<file path="src/rtl/sha256_block_feeder.sv">
// SHA-256 message padder/blocker driving an external compression core and chaining its digest.
// Define SHA256_FEEDER_SHA224_EN for the SHA-224 IV and a truncated 224-bit digest_out.
module sha256_block_feeder #(
    parameter int unsigned LEN_W          = 64,
    parameter int unsigned TIMEOUT_CYCLES = 1023
) (
    input  logic         CLK,
    input  logic         RST,
    input  logic         empty_in,
    input  logic         byte_valid_in,
    input  logic [7:0]   byte_in,
    input  logic         byte_last_in,
    output logic         byte_ready_out,
    output logic         blk_start_out,
    output logic [511:0] blk_message_out,
    output logic [255:0] blk_digest_out,
    input  logic [255:0] blk_digest_in,
    input  logic         blk_valid_in,
    output logic [255:0] digest_out,
    output logic         done_out,
    output logic         err_out
);

`ifdef SHA256_FEEDER_SHA224_EN
    localparam logic [255:0] IV = 256'hc1059ed8_367cd507_3070dd17_f70e5939_ffc00b31_68581511_64f98fa7_befa4fa4;
`else
    localparam logic [255:0] IV = 256'h6a09e667_bb67ae85_3c6ef372_a54ff53a_510e527f_9b05688c_1f83d9ab_5be0cd19;
`endif

    localparam int unsigned TW = $clog2(TIMEOUT_CYCLES + 1);

    typedef enum logic [2:0] {
        S_IDLE, S_FILL, S_PAD, S_ISSUE, S_WAIT, S_PAD2, S_DONE
    } state_t;

    state_t         state_q, state_d;
    logic [511:0]   msg_q, msg_d;
    logic [255:0]   hblk_q, hblk_d;
    logic [255:0]   digest_q, digest_d;
    logic [6:0]     idx_q, idx_d;
    logic [LEN_W-1:0] len_q, len_d;
    logic [TW-1:0]  tcnt_q, tcnt_d;
    logic           final_q, final_d;
    logic           pad2_q, pad2_d;
    logic           done_q, done_d;
    logic           err_q, err_d;
    logic           xfer;

    always_ff @(posedge CLK or posedge RST) begin
        if (RST) begin
            state_q  <= S_IDLE;
            msg_q    <= '0;
            hblk_q   <= IV;
            digest_q <= '0;
            idx_q    <= '0;
            len_q    <= '0;
            tcnt_q   <= '0;
            final_q  <= 1'b0;
            pad2_q   <= 1'b0;
            done_q   <= 1'b0;
            err_q    <= 1'b0;
        end else begin
            state_q  <= state_d;
            msg_q    <= msg_d;
            hblk_q   <= hblk_d;
            digest_q <= digest_d;
            idx_q    <= idx_d;
            len_q    <= len_d;
            tcnt_q   <= tcnt_d;
            final_q  <= final_d;
            pad2_q   <= pad2_d;
            done_q   <= done_d;
            err_q    <= err_d;
        end
    end

    always_comb begin
        state_d  = state_q;
        msg_d    = msg_q;
        hblk_d   = hblk_q;
        digest_d = digest_q;
        idx_d    = idx_q;
        len_d    = len_q;
        tcnt_d   = tcnt_q;
        final_d  = final_q;
        pad2_d   = pad2_q;
        done_d   = 1'b0;
        err_d    = err_q;

        byte_ready_out = (state_q == S_IDLE) || ((state_q == S_FILL) && !idx_q[6]);
        xfer           = byte_valid_in && byte_ready_out;

        unique case (state_q)
            S_IDLE: begin
                // A byte wins over empty_in when both arrive together.
                if (xfer) begin
                    msg_d           = '0;
                    msg_d[511:504]  = byte_in;
                    idx_d           = 7'd1;
                    len_d           = LEN_W'(8);
                    err_d           = 1'b0;
                    final_d         = 1'b0;
                    pad2_d          = 1'b0;
                    state_d         = byte_last_in ? S_PAD : S_FILL;
                end else if (empty_in) begin
                    msg_d   = '0;
                    idx_d   = '0;
                    len_d   = '0;
                    err_d   = 1'b0;
                    final_d = 1'b0;
                    pad2_d  = 1'b0;
                    state_d = S_PAD;
                end
            end
            S_FILL: begin
                if (xfer) begin
                    for (int unsigned k = 0; k < 64; k++) begin
                        if (7'(k) == idx_q) msg_d[511-8*k -: 8] = byte_in;
                    end
                    idx_d = idx_q + 7'd1;
                    len_d = len_q + LEN_W'(8);
                    if (byte_last_in)          state_d = S_PAD;
                    else if (idx_q == 7'd63)   state_d = S_ISSUE;
                end
            end
            S_PAD: begin
                // A full 64-byte block is issued as-is; its 0x80 marker moves to the extra block.
                if (idx_q[6]) begin
                    pad2_d  = 1'b1;
                    final_d = 1'b0;
                end else begin
                    for (int unsigned k = 0; k < 64; k++) begin
                        if (7'(k) == idx_q)     msg_d[511-8*k -: 8] = 8'h80;
                        else if (7'(k) > idx_q) msg_d[511-8*k -: 8] = 8'h00;
                    end
                    if (idx_q <= 7'd55) begin
                        msg_d[63:0] = 64'(len_q);
                        final_d     = 1'b1;
                        pad2_d      = 1'b0;
                    end else begin
                        final_d = 1'b0;
                        pad2_d  = 1'b1;
                    end
                end
                state_d = S_ISSUE;
            end
            S_ISSUE: begin
                tcnt_d  = '0;
                state_d = S_WAIT;
            end
            S_WAIT: begin
                if (blk_valid_in) begin
                    hblk_d = blk_digest_in;
                    if (final_q) begin
                        state_d = S_DONE;
                    end else if (pad2_q) begin
                        state_d = S_PAD2;
                    end else begin
                        idx_d   = '0;
                        state_d = S_FILL;
                    end
                end else if (tcnt_q == TW'(TIMEOUT_CYCLES - 1)) begin
                    err_d   = 1'b1;
                    hblk_d  = IV;
                    state_d = S_IDLE;
                end else begin
                    tcnt_d = tcnt_q + TW'(1);
                end
            end
            S_PAD2: begin
                msg_d = '0;
                if (idx_q[6]) msg_d[511:504] = 8'h80;
                msg_d[63:0] = 64'(len_q);
                final_d     = 1'b1;
                pad2_d      = 1'b0;
                state_d     = S_ISSUE;
            end
            S_DONE: begin
`ifdef SHA256_FEEDER_SHA224_EN
                digest_d = {hblk_q[255:32], 32'h0};
`else
                digest_d = hblk_q;
`endif
                done_d  = 1'b1;
                hblk_d  = IV;
                state_d = S_IDLE;
            end
            default: state_d = S_IDLE;
        endcase
    end

    assign blk_start_out   = (state_q == S_ISSUE);
    assign blk_message_out = msg_q;
    assign blk_digest_out  = hblk_q;
    assign digest_out      = digest_q;
    assign done_out        = done_q;
    assign err_out         = err_q;

endmodule

</file>
<file path="config.mk">
export PLATFORM = sky130hd
export DESIGN_NAME = sha256_block_feeder
export DESIGN_NICKNAME = d
export VERILOG_FILES = /design/src/rtl/sha256_block_feeder.sv
export SDC_FILE = /design/constraint.sdc
export NUM_CORES = 2
export LEC_CHECK = 0
export CORE_AREA = 2 2 511 513
export DETAILED_ROUTE_END_ITERATION = 6
export DIE_AREA = 0 0 513 515
export SLEW_MARGIN = 20
export SYNTH_ARGS = -nofsm -noshare
export SYNTH_HDL_FRONTEND = slang
export SYNTH_SLANG_ARGS = --single-unit
</file>
<file path="constraint.sdc">
create_clock -name CLK -period 42 [get_ports CLK]
set_input_delay 8.4 -clock CLK [delete_from_list [all_inputs] [get_ports CLK]]
set_output_delay 8.4 -clock CLK [all_outputs]
set_load 0.01 [all_outputs]
</file>
* Word level (Yosys, flattened, before mapping)
Index checks and enable logic that the tools add are counted.
** Storage, ports and cells
- Bits in registers :: 1112
- Input bits :: 270
- Output and inout bits :: 1028
- Word-level logic and storage cells :: 676
** Cells by class
- Add/sub/neg operators :: 3
- $lt $le $gt $ge :: 65
- Eq/ne operators :: 210
- Multiplexer cells :: 239
- Reductions and logical operators :: 85
** Operators with widths (number)
- $mux 512 :: 4
- $pmux 512 s4 :: 1
- $mux 8 :: 193
- $mux 256 :: 2
- $pmux 256 s2 :: 1
- $reduce_and 6->1 :: 65
- $mux 64 :: 4
- $eq 6x7->1 const A :: 32
- $gt 6x7->1 const A :: 32
- $ne 3x3->1 const B :: 58
- $ne 2x1->1 const B :: 64
- $pmux 64 s2 :: 1
- $eq 5x7->1 const A :: 16
- $gt 5x7->1 const A :: 16
- $add 64x4->64 const B :: 1
- $eq 4x7->1 const A :: 8
- $gt 4x7->1 const A :: 8
- $mux 7 :: 6
- $ne 4x4->1 const B :: 8
- $eq 3x7->1 const A :: 4
- $gt 3x7->1 const A :: 4
- $mux 3 :: 9
- $pmux 7 s3 :: 1
- $mux 10 :: 2
- 32 further kinds :: 62

* Depth between registers and ports, before layout
- Word-level depth :: 6
- Depth in mapped cells :: 10
- Mapped depth without buffers :: 7

* Worst setup path before layout
OpenSTA, ideal clock, no wires.
- Kind :: input port to flip-flop
- Start point :: input port byte_valid_in
- End point :: register len_q[41]
- Setup time :: 0.066 ns
- Arrival time :: 9.926 ns
- Required time :: 41.934 ns
- Setup slack :: 32.008 ns
- Stages :: 5
- Path buffers :: 0
- Path through :: a21bo_2 -> a211o_4 -> or3_4 -> or4_1 -> nand2_1
** On the way
- Word-level cells in the longest chain between the ends :: 3
- Elaborated cells on any way between the ends :: 6
- Classes of those cells :: 2 x eq/ne; 2 x mux; 2 x reduce/logical
** RTL lines
- start: declaration :: line 10 : input logic byte_valid_in,
- $logic_and 1x1->1 * :: line 91 : xfer = byte_valid_in && byte_ready_out;
- $ne 3x3->1 (no source line), or another cell as far along
- $reduce_and 3->1 (no source line) or $pmux 64 s2 (tied branches)
- end signal: assignment :: line 68 : len_q <= len_d;
- end: declaration :: line 41 : logic [LEN_W-1:0] len_q, len_d;
Every way passes the cells marked *; elsewhere a longest branch is shown, timed or not.
A chain may end at the register's enable or synchronous reset.

==> flow_summary.ini <==
[clock_network]
clock_latency_ps = 780
numCtsBuffers = 133
postCtsSetupBuffers = 0
cts_tree = yes
ctsResizeCount = 0
clkSinkCount = 1109
hold_buffers = 0
cts.path.max_buffers = 3
clkTransAtPathRegs_ps = 60
root_buffer = clkbuf_16
htreeDepth = 4

[routing]
vias = 37100
wl_per_cell_um = 27.5
drc = 0
drt_iter0_markers = 2907
viasPerCell = 4.30
drtPass1Iterations = 5
antenna_left = 0
routed_wl_um = 237000

[floorplan]
die_y_um = 515
die_area_um2 = 264000
core_region_area_um2 = 259000
io_pins = 1298
rows = 187
chipWidth_um = 513
start_util_pct = 17.4

[run_status]
status = finished, final reports clean

[synth]
ys.warnings.count = 0
synth_edf_count = 0
yosysSeqAreaShare_pct = 62.0
ys_seq_elements = 1109
syn_inst = 3846
syn-num-nets = 4123
synth_cell_type_count = 84
synthFlopType = dfrtp_1
synth.avg_cell_area_um2 = 11.7
synthArstFlopShare_pct = 100
syn_area_um2 = 45000

[timing]
setup_viol = 0
slew_viol_final = 0
tightest_slew_ps = 1170
finalSetupTns_ps = 0
worst_clock_skew_ps = 38.6
slew_headroom_pct = 22.3
post-route-period-util_pct = 30.1
whs_ps = 470
rsz0062_at_grt = no
fin_crit_ps = 12620
fmax_mhz = 79.2
final-hold-violation-count = 0

[grt]
grt_max_degree = 190
track_usage_pct = 17.4
overflow = 0
antenna_found_initial = 30
grt_pass1_vias = 38200
grt_pass1_wl_um = 323000

[job]
cap_violations = 0

[layout]
drive_gt1_share_pct = 16.7
area_growth_pct = 47.7
nets = 5366

[worst_setup_path]
start_kind = primary input
worstSetupPathType = primary input to asynchronous set/reset pin
worstPathRequired_ps = 42820
cp.arrival_ps = 13440
worstSetupEndpointType = asynchronous set/reset pin
critPathMaxFanout = 96

[pwr]
ir_drop_v = 0.0000539
pwr_density_cell_nw_per_um2 = 82.2
p_leak_nw = 28.8
finalPower_w = 0.00546

[min_path]
hold_path_class = register to register

[place]
gp_congestion = 0.889
port_buffers = 1297
hpwl_um = 181000
power by group:
part	leakage (nW)	total [W]	switching, W	internal, W
registers	14.4	0.00179	0.000307	0.00148
clock network	2.21	0.00121	0.000505	0.000709
logic	12.1	0.00246	0.00136	0.00110
synth_stat cells (64+ instances only):
cell type	number	share of area (%)
a21oi_1	119	1.3
mux2i_1	64	1.4
nand2_1	912	7.6
nor2_1	84	0.70
mux2_2	373	9.3
a22o_1	143	2.8
dfstp_2	136	7.9
o22a_1	126	2.5
inv_1	76	0.63
clkbuf_1	172	1.4
o21ai_0	109	1.2
dfrtp_1	973	54
cell families (layout without fill, tap and decap cells):
logic type | after synthesis | count (layout) | synth area share (%)
other | 0 | 23 | 0
AND/OR/NAND/NOR | 1257 | 1257 | 12.1
AO/OA/AOI/OAI | 664 | 664 | 11.0
adder cells (fa/ha/maj) | 7 | 7 | 0.195
multiplexers | 451 | 451 | 11.1
XOR/XNOR | 34 | 34 | 0.661
flip-flops | 1109 | 1109 | 62.0
buffers and inverters | 324 | 1677 | 2.88
path summary, 6_finish.rpt:
path                               startpoint              endpoint  slack, ps  cells after the start
max in group CLK                   state_q[0]         blk_start_out      30320                      3
hold reg to reg            blk_digest_out[60]    blk_digest_out[60]        470                      2
setup reg to reg                   state_q[0]  blk_message_out[367]      37890                      5
hold / removal             blk_digest_out[60]    blk_digest_out[60]        470                      2
setup / recovery                          RST       digest_out[144]      29380                      7
min in group asynchronous                 RST   blk_message_out[29]       8160                      2
metal layers:
metal | up-vias | track usage, % | wire length, um
li1 | 15900 | - | -
met1 | 19000 | 19.4 | 87700
met2 | 1846 | 29.1 | 114000
met3 | 378 | 5.68 | 21100
met4 | 2 | 9.67 | 14000
met5 | - | 0 | 13
area by class of cell:
class | instances | area (um^2)
clock inverters | 54 | 736
fillers | 27100 | 192000
multi-input cells | 2413 | 15900
repair buffers | 1354 | 13500
diodes | 23 | 57.6
inverters | 78 | 308
well taps | 3402 | 4260
clock buffers | 191 | 3820
flip-flops and latches | 1109 | 27900
per-stage QoR:
| stage | setup slack (ps) | instance area (um^2) | utilization [%] | instances |
|---|---|---|---|---|
| after floorplan | 2600 | 45000 | - | 3846 |
| after detailed placement | 28040 | 61800 | 23.9 | 8355 |
| final | 29380 | 66500 | 25.7 | 8624 |
| after global routing | 28700 | 66400 | 25.7 | 8611 |
| after CTS | 28920 | 66400 | 25.7 | 8600 |
| after global placement | 28210 | 61800 | 23.9 | 8355 |
worst max-delay path, stage by stage:
cell and delay, ps:
clkdlybuf4s50_1 490, inv_8 530, buf_4 690, buf_4 840, buf_4 800, buf_4 740, buf_6 680
flip-flops by register name, indices dropped and copies added (netlist names):
register / cells
state_q: 3
pad2_q: 1
err_out: 1
blk_message_out: 512
idx_q: 7
blk_digest_out: 256
len_q: 61
final_q: 1
tcnt_q: 10
digest_out: 256
done_out: 1
layout by cell type, fill, tap and decap left out, types with 11 or more instances in the layout:
cell type        netlist  final
clkbuf_1             172     34
buf_4                  3     50
or4_1                 25     25
nor2_1                84     84
clkinv_2               0     17
diode_2                0     23
nor4_1                15     15
mux2i_1               64     64
a21oi_1              119    119
nand4_1               33     33
nor3_1                31     30
o31ai_1               28     26
mux2_1                14     14
o21ai_0              109    109
bufinv_16              0     11
dfstp_2              136    136
o2bb2ai_1             35     35
dfrtp_1              973    973
nand2_1              912    909
o21ai_2               22     22
xor2_1                11     11
nand3_1               46     45
clkdlybuf4s50_1        0   1297
clkbuf_8               0     21
or3_1                 22     22
mux2_2               373    373
clkbuf_16              0    136
o22a_1               126    126
inv_1                 76     75
a22o_1               143    143
xnor2_1               23     23
nand2b_1              12     12
(Power assumes the default switching activity.)
